### src/rtl/pm_mod_reduce.sv
// Pseudo-Mersenne reducer: b = a mod (2^W - C), folding the high half via shift-add over bits of C.
// Define PM_MOD_REDUCE_SKIP_ZERO_EN to step only through the set bits of C (fewer ADD cycles).
module pm_mod_reduce #(
  parameter int unsigned     W  = 256,
  parameter int unsigned     CW = 33,
  parameter logic [CW-1:0]   C  = 33'h1000003D1
) (
  input  logic           clk,
  input  logic           rst_n,
  input  logic           start,
  input  logic [2*W-1:0] a,
  output logic           busy,
  output logic           done,
  output logic [W-1:0]   b
);

  localparam int unsigned IW = (CW > 1) ? $clog2(CW) : 1;
  localparam logic [W-1:0] P = {W{1'b0}} - {{(W-CW){1'b0}}, C};

  localparam logic [2:0] StIdle  = 3'd0;
  localparam logic [2:0] StSplit = 3'd1;
  localparam logic [2:0] StAdd   = 3'd2;
  localparam logic [2:0] StCheck = 3'd3;
  localparam logic [2:0] StSub   = 3'd4;
  localparam logic [2:0] StDone  = 3'd5;

`ifdef PM_MOD_REDUCE_SKIP_ZERO_EN
  function automatic int first_set_bit();
    int r;
    r = 0;
    for (int i = int'(CW) - 1; i >= 0; i--) if (C[i]) r = i;
    return r;
  endfunction

  function automatic int last_set_bit();
    int r;
    r = 0;
    for (int i = 0; i < int'(CW); i++) if (C[i]) r = i;
    return r;
  endfunction

  localparam logic [IW-1:0] FirstIdx = IW'(first_set_bit());
  localparam logic [IW-1:0] LastIdx  = IW'(last_set_bit());

  // Priority encoder over the constant C: lowest set bit above cur.
  function automatic logic [IW-1:0] next_idx(input logic [IW-1:0] cur);
    logic [IW-1:0] r;
    r = cur;
    for (int i = int'(CW) - 1; i >= 0; i--) begin
      if (C[i] && (i > int'(cur))) r = IW'(i);
    end
    return r;
  endfunction
`else
  localparam logic [IW-1:0] FirstIdx = '0;
  localparam logic [IW-1:0] LastIdx  = IW'(CW - 1);

  function automatic logic [IW-1:0] next_idx(input logic [IW-1:0] cur);
    return cur + 1'b1;
  endfunction
`endif

  logic [2:0]     state_q, state_d;
  logic [2*W-1:0] acc_q, acc_d;
  logic [W-1:0]   h_q, h_d;
  logic [IW-1:0]  idx_q, idx_d;
  logic           busy_q, busy_d;
  logic           done_q, done_d;
  logic [W-1:0]   b_q, b_d;
  logic [2*W-1:0] h_ext;
  logic [W-1:0]   acc_lo;

  assign h_ext  = {{W{1'b0}}, h_q};
  assign acc_lo = acc_q[W-1:0];

  always_comb begin
    state_d = state_q;
    acc_d   = acc_q;
    h_d     = h_q;
    idx_d   = idx_q;
    busy_d  = busy_q;
    done_d  = 1'b0;
    b_d     = b_q;
    case (state_q)
      StIdle: begin
        if (start) begin
          acc_d   = a;
          busy_d  = 1'b1;
          state_d = StSplit;
        end
      end
      StSplit: begin
        h_d     = acc_q[2*W-1:W];
        acc_d   = {{W{1'b0}}, acc_lo};
        idx_d   = FirstIdx;
        state_d = StAdd;
      end
      StAdd: begin
        if (C[idx_q]) acc_d = acc_q + (h_ext << idx_q);
        if (idx_q == LastIdx) state_d = StCheck;
        else                  idx_d   = next_idx(idx_q);
      end
      StCheck: begin
        state_d = (acc_q[2*W-1:W] != '0) ? StSplit : StSub;
      end
      StSub: begin
        // acc < 2^W < 2P, so one conditional subtraction lands in [0, P).
        b_d     = (acc_lo >= P) ? (acc_lo - P) : acc_lo;
        state_d = StDone;
      end
      StDone: begin
        done_d  = 1'b1;
        busy_d  = 1'b0;
        state_d = StIdle;
      end
      default: state_d = StIdle;
    endcase
  end

  always_ff @(posedge clk or negedge rst_n) begin
    if (!rst_n) begin
      state_q <= StIdle;
      acc_q   <= '0;
      h_q     <= '0;
      idx_q   <= '0;
      busy_q  <= 1'b0;
      done_q  <= 1'b0;
      b_q     <= '0;
    end else begin
      state_q <= state_d;
      acc_q   <= acc_d;
      h_q     <= h_d;
      idx_q   <= idx_d;
      busy_q  <= busy_d;
      done_q  <= done_d;
      b_q     <= b_d;
    end
  end

  assign busy = busy_q;
  assign done = done_q;
  assign b    = b_q;

endmodule

### config.mk
export PLATFORM = sky130hd
export DESIGN_NAME = pm_mod_reduce
export DESIGN_NICKNAME = d
export VERILOG_FILES = /design/src/rtl/pm_mod_reduce.sv
export SDC_FILE = /design/constraint.sdc
export NUM_CORES = 2
export LEC_CHECK = 0
export BUFFER_PORTS_ARGS = -buffer_cell sky130_fd_sc_hd__buf_2
export CORE_UTILIZATION = 36
export CTS_BUF_LIST = sky130_fd_sc_hd__clkbuf_4
export DETAILED_ROUTE_END_ITERATION = 12
export HOLD_SLACK_MARGIN = 0.05
export PLACE_DENSITY = 0.6
export SYNTH_ARGS = -nofsm -noshare
export SYNTH_HDL_FRONTEND = slang
export SYNTH_SLANG_ARGS = --single-unit
export TNS_END_PERCENT = 20
### constraint.sdc
create_clock -name clk -period 7.3 [get_ports clk]
set_input_delay 1.825 -clock clk [delete_from_list [all_inputs] [get_ports clk]]
set_output_delay 1.825 -clock clk [all_outputs]
set_load 0.05 [all_outputs]
==> impl.org <==
** Critical path
- On the worst path, the slowest cell contributes a delay of 0.49 ns.
- Data arrival time of the worst path :: 8.73 ns
- Startpoint type of the worst setup path :: flip-flop
- STA classifies the critical path endpoint as a flip-flop.
- For the worst setup path, the data required time is 8.64 ns.
- Max Fanout on Critical Path :: 9
- Crit path top cell by count :: buf_4
- CP Class :: flip-flop to flip-flop
- The slowest stage of the critical path belongs to the cell dfrtp_4.

** GRT
- Global routing consumed, over all layers together, 45.96% of the routing resources.
- Entering global routing, the biggest net connects 188 pins.
- Global-route wire length before repair :: 875800 µm
- Vias in the first global route :: 110300
- Antenna violations before repair :: 90
- The total overflow left after global routing is 0.

** Power
- Pwr/cell area :: 206.1 mW/mm²
- Across the VDD grid, the largest voltage drop is 168.1 µV.
- In this run the static leakage power is 56.71 nW.
- After layout, the design draws a total of 25.54 mW.

** Floorplan
- The die is 519.4 µm tall.
- Cell row count :: 189
- Number of top-level design ports :: 773
- Starting density of the core :: 36.26%
- Die area :: 0.2698 mm²
- The die is 519.4 µm wide.
- Core outline area :: 0.2658 mm²

** Detailed routing
- Final ANT Viol Nets :: 0
- In the final routed layout, each cell accounts on average for 34.20 µm.
- The first detailed-routing pass ran for 8 iterations.
- Summing over every cut layer, the via total after detailed routing is 121100.
- Vias per cell :: 6.432
- DRC marker count from the first detailed-route iteration :: 18750
- After detailed routing, the total wire length is 643700 µm.
- DR DRC count :: 0

** Clocking
- For the worst-skew pair, the clock arrives at the later sink with an insertion delay of 1.56 ns.
- The clock passes through at most 4 buffers.
- TritonCTS created 310 clock buffers.
- Reg clk slew, reported paths :: 0.07 ns
- Clock tree from TritonCTS :: yes
- CTS H-Tree Depth :: 5
- Cell at the root of the clock tree :: clkbuf_4
- CTS saw 1035 sinks.

** Outcome
- The run finished, with violations left.
- Violated checks :: capacitance limit, slew limit, setup timing

** Timing
- Final setup fails :: 13
- After layout, the worst setup slack is -0.08931 ns.
- Final hold analysis gives a worst-case slack of 0.2982 ns.
- The worst pin sits at a relative slew slack of -1.415%.
- Worst clock skew :: 0.2350 ns
- Derived from the worst setup path, the maximum achievable clock frequency is 135.3 MHz.
- Crit path time final :: 7.389 ns
- Final number of hold-violating endpoints :: 0
- Unrepaired setup endpoints after global routing :: yes
- At the pin with the least slew margin, the transition time is 1.516 ns.
- The number of max-slew violations in the final report is 8.
- The final critical path takes up 101.2% of the cycle.

** Synth
- In the synthesized netlist the dominant register cell turns out to be dfrtp_1.
- Synth unique cells :: 100
- During synthesis, Yosys emitted a total of 0 warnings.
- After synthesis the cells add up to 0.09639 mm².
- Fraction of the yosys area taken by sequential cells :: 26.87%
- EDFF count, synth :: 0
- The cell count after synthesis came out at 12740.
- Post-synthesis net count :: 13570
- FF+latch count, synth :: 1035
- Proportion of register bits with asynchronous set or reset after synthesis :: 100.0%
- Mean Syn Cell Area :: 7.569 µm²

** Hold path
- Class of the most critical hold timing path :: primary input to async pin

** Place
- Half-perimeter wire length of the detailed placement result :: 528500 µm
- Setup Slack @ Placement :: -0.8551 ns
- Total of buffers placed on input and output ports :: 772
- Routability cong. :: 1.184

** Cells and area
- Commonest cells after routing, fill and taps aside :: 2532 x nand2_1, 2016 x buf_4, 1345 x nor2_1
- Most frequent standard cell in the layout excluding fill and tap cells :: nand2_1
- In the final layout, flip-flops and latches occupy 0.02592 mm².
- # fillers :: 27430
- Final-stage net count :: 15840
- Proportion of layout cells with a drive suffix above 1 :: 27.33%
- Area growth from synthesis to layout :: 28.59%
- In the final layout, the multi-input gates occupy 0.06702 mm².
- Utilization after layout :: 46.63%

** Flow run
- Number of maximum-capacitance violations :: 3
## metal layers
layer | global-route usage, % | share of wire (%) | vias up
met1 | 60.80 | 39 | 58780
li1 | - | - | 51350
met4 | 34.86 | 9.1 | 26
met5 | 0.1229 | 0.032 | -
met2 | 62.16 | 39 | 9111
met3 | 14.03 | 13 | 1795
## worst max-delay path: cells and delay by family, from the launching register on
kind | cells | cell delay [ns]
mux | 3 | 0.93
buf+inv | 13 | 2.23
flops | 1 | 0.49
compound gates | 9 | 2.40
simple gates | 6 | 0.86
fa+ha+maj | 1 | 0.34
## sequential cells by signal (all words and copies together) (netlist names)
name	flops
busy	1
acc_q	512
b	256
h_q	256
state_q	3
idx_q	6
done	1
## cells by family (layout without fill, tap and decap cells)
| kind of cell | after synthesis | count (layout) | synth area share, % |
|---|---|---|---|
| other | 0 | 75 | 0 |
| AOI/OAI and AO/OA | 3348 | 3348 | 21.99 |
| buffers and inverters | 1286 | 3766 | 5.094 |
| xor gates and xnor gates | 343 | 343 | 3.117 |
| muxes | 662 | 662 | 12.09 |
| DFF | 1035 | 1035 | 26.87 |
| adders and majority gates | 323 | 323 | 4.201 |
| and+or+nand+nor | 5738 | 5738 | 26.64 |
## power by group
group	total (mW)	switching [mW]	internal, mW	leakage (nW)
clock network	6.08	3.05	3.03	2.29
registers	8.84	2.38	6.46	13.8
logic	10.6	6.34	4.28	40.6
total	25.5	11.8	13.8	56.7
## layout make-up
type / count / area share (%)
well taps: 3533 / 3.566
clock buffers: 436 / 2.641
flip-flops and latches: 1035 / 20.91
diodes: 75 / 0.1514
repair buffers: 2901 / 17.10
inverters: 341 / 1.044
multi-input cells: 10410 / 54.07
clock inverters: 88 / 0.5078
## worst paths after layout
kind / start / to / slack (ns) / cells after the start
max: idx_q[0]$_DFFE_PN0P_ / acc_q[472]$_DFFE_PN0P_ / -0.09 / 32
min: rst_n / b[152]$_DFFE_PN0P_ / 0.30 / 1
max reg2reg: idx_q[0]$_DFFE_PN0P_ / acc_q[472]$_DFFE_PN0P_ / -0.09 / 32
min reg2reg: b[250]$_DFFE_PN0P_ / b[250]$_DFFE_PN0P_ / 0.47 / 2
max in group asynchronous: rst_n / acc_q[291]$_DFFE_PN0P_ / 5.29 / 3
min in group clk: b[250]$_DFFE_PN0P_ / b[250]$_DFFE_PN0P_ / 0.47 / 2
## synthesized netlist by cell type (all sizes together) (44+ instances only)
library cell	number	area (µm²)
o31ai	49	367.9
inv	339	1272
nand4	486	3040
nand3	309	1546
o211ai	45	342.8
nor4	199	1276
and2	86	538.0
a21boi	59	442.9
a22oi	58	435.4
a21o	197	1479
or3	58	362.9
o22ai	51	319.1
and3	154	963.4
a21oi	926	4638
ha	322	4029
a221oi	275	2415
o21ai	956	4785
dfrtp	1035	25900
nor3	279	1416
mux2i	252	2522
a31oi	126	794.5
mux4	401	9031
clkbuf	757	2841
xor2	141	1235
a22o	123	1077
nand2	2551	9578
xnor2	202	1769
o21bai	127	953.4
o21a	66	495.5
nor2b	44	275.3
buf	188	788.3
nor2	1366	5127
or2	50	312.8
## repair_timing
item                                    CTS  global route
hold buffers                              0             0
pin swaps                                 7            56
gates resized for setup                  60           297
setup buffers                             5            48
gates cloned                              1             7
endpoints found under the setup margin  158           230
## stage by stage
stage	cell area, µm²	instances	setup TNS [ns]
3_3_place_gp	117800	18160	-22.49
3_5_place_dp	117800	18160	-28.09
5_1_grt	123900	18790	-1.588
2_1_floorplan	96390	12740	0
6_report	123900	18820	-0.5281
4_1_cts	122000	18690	-1.265
(Power assumes the default switching activity.)
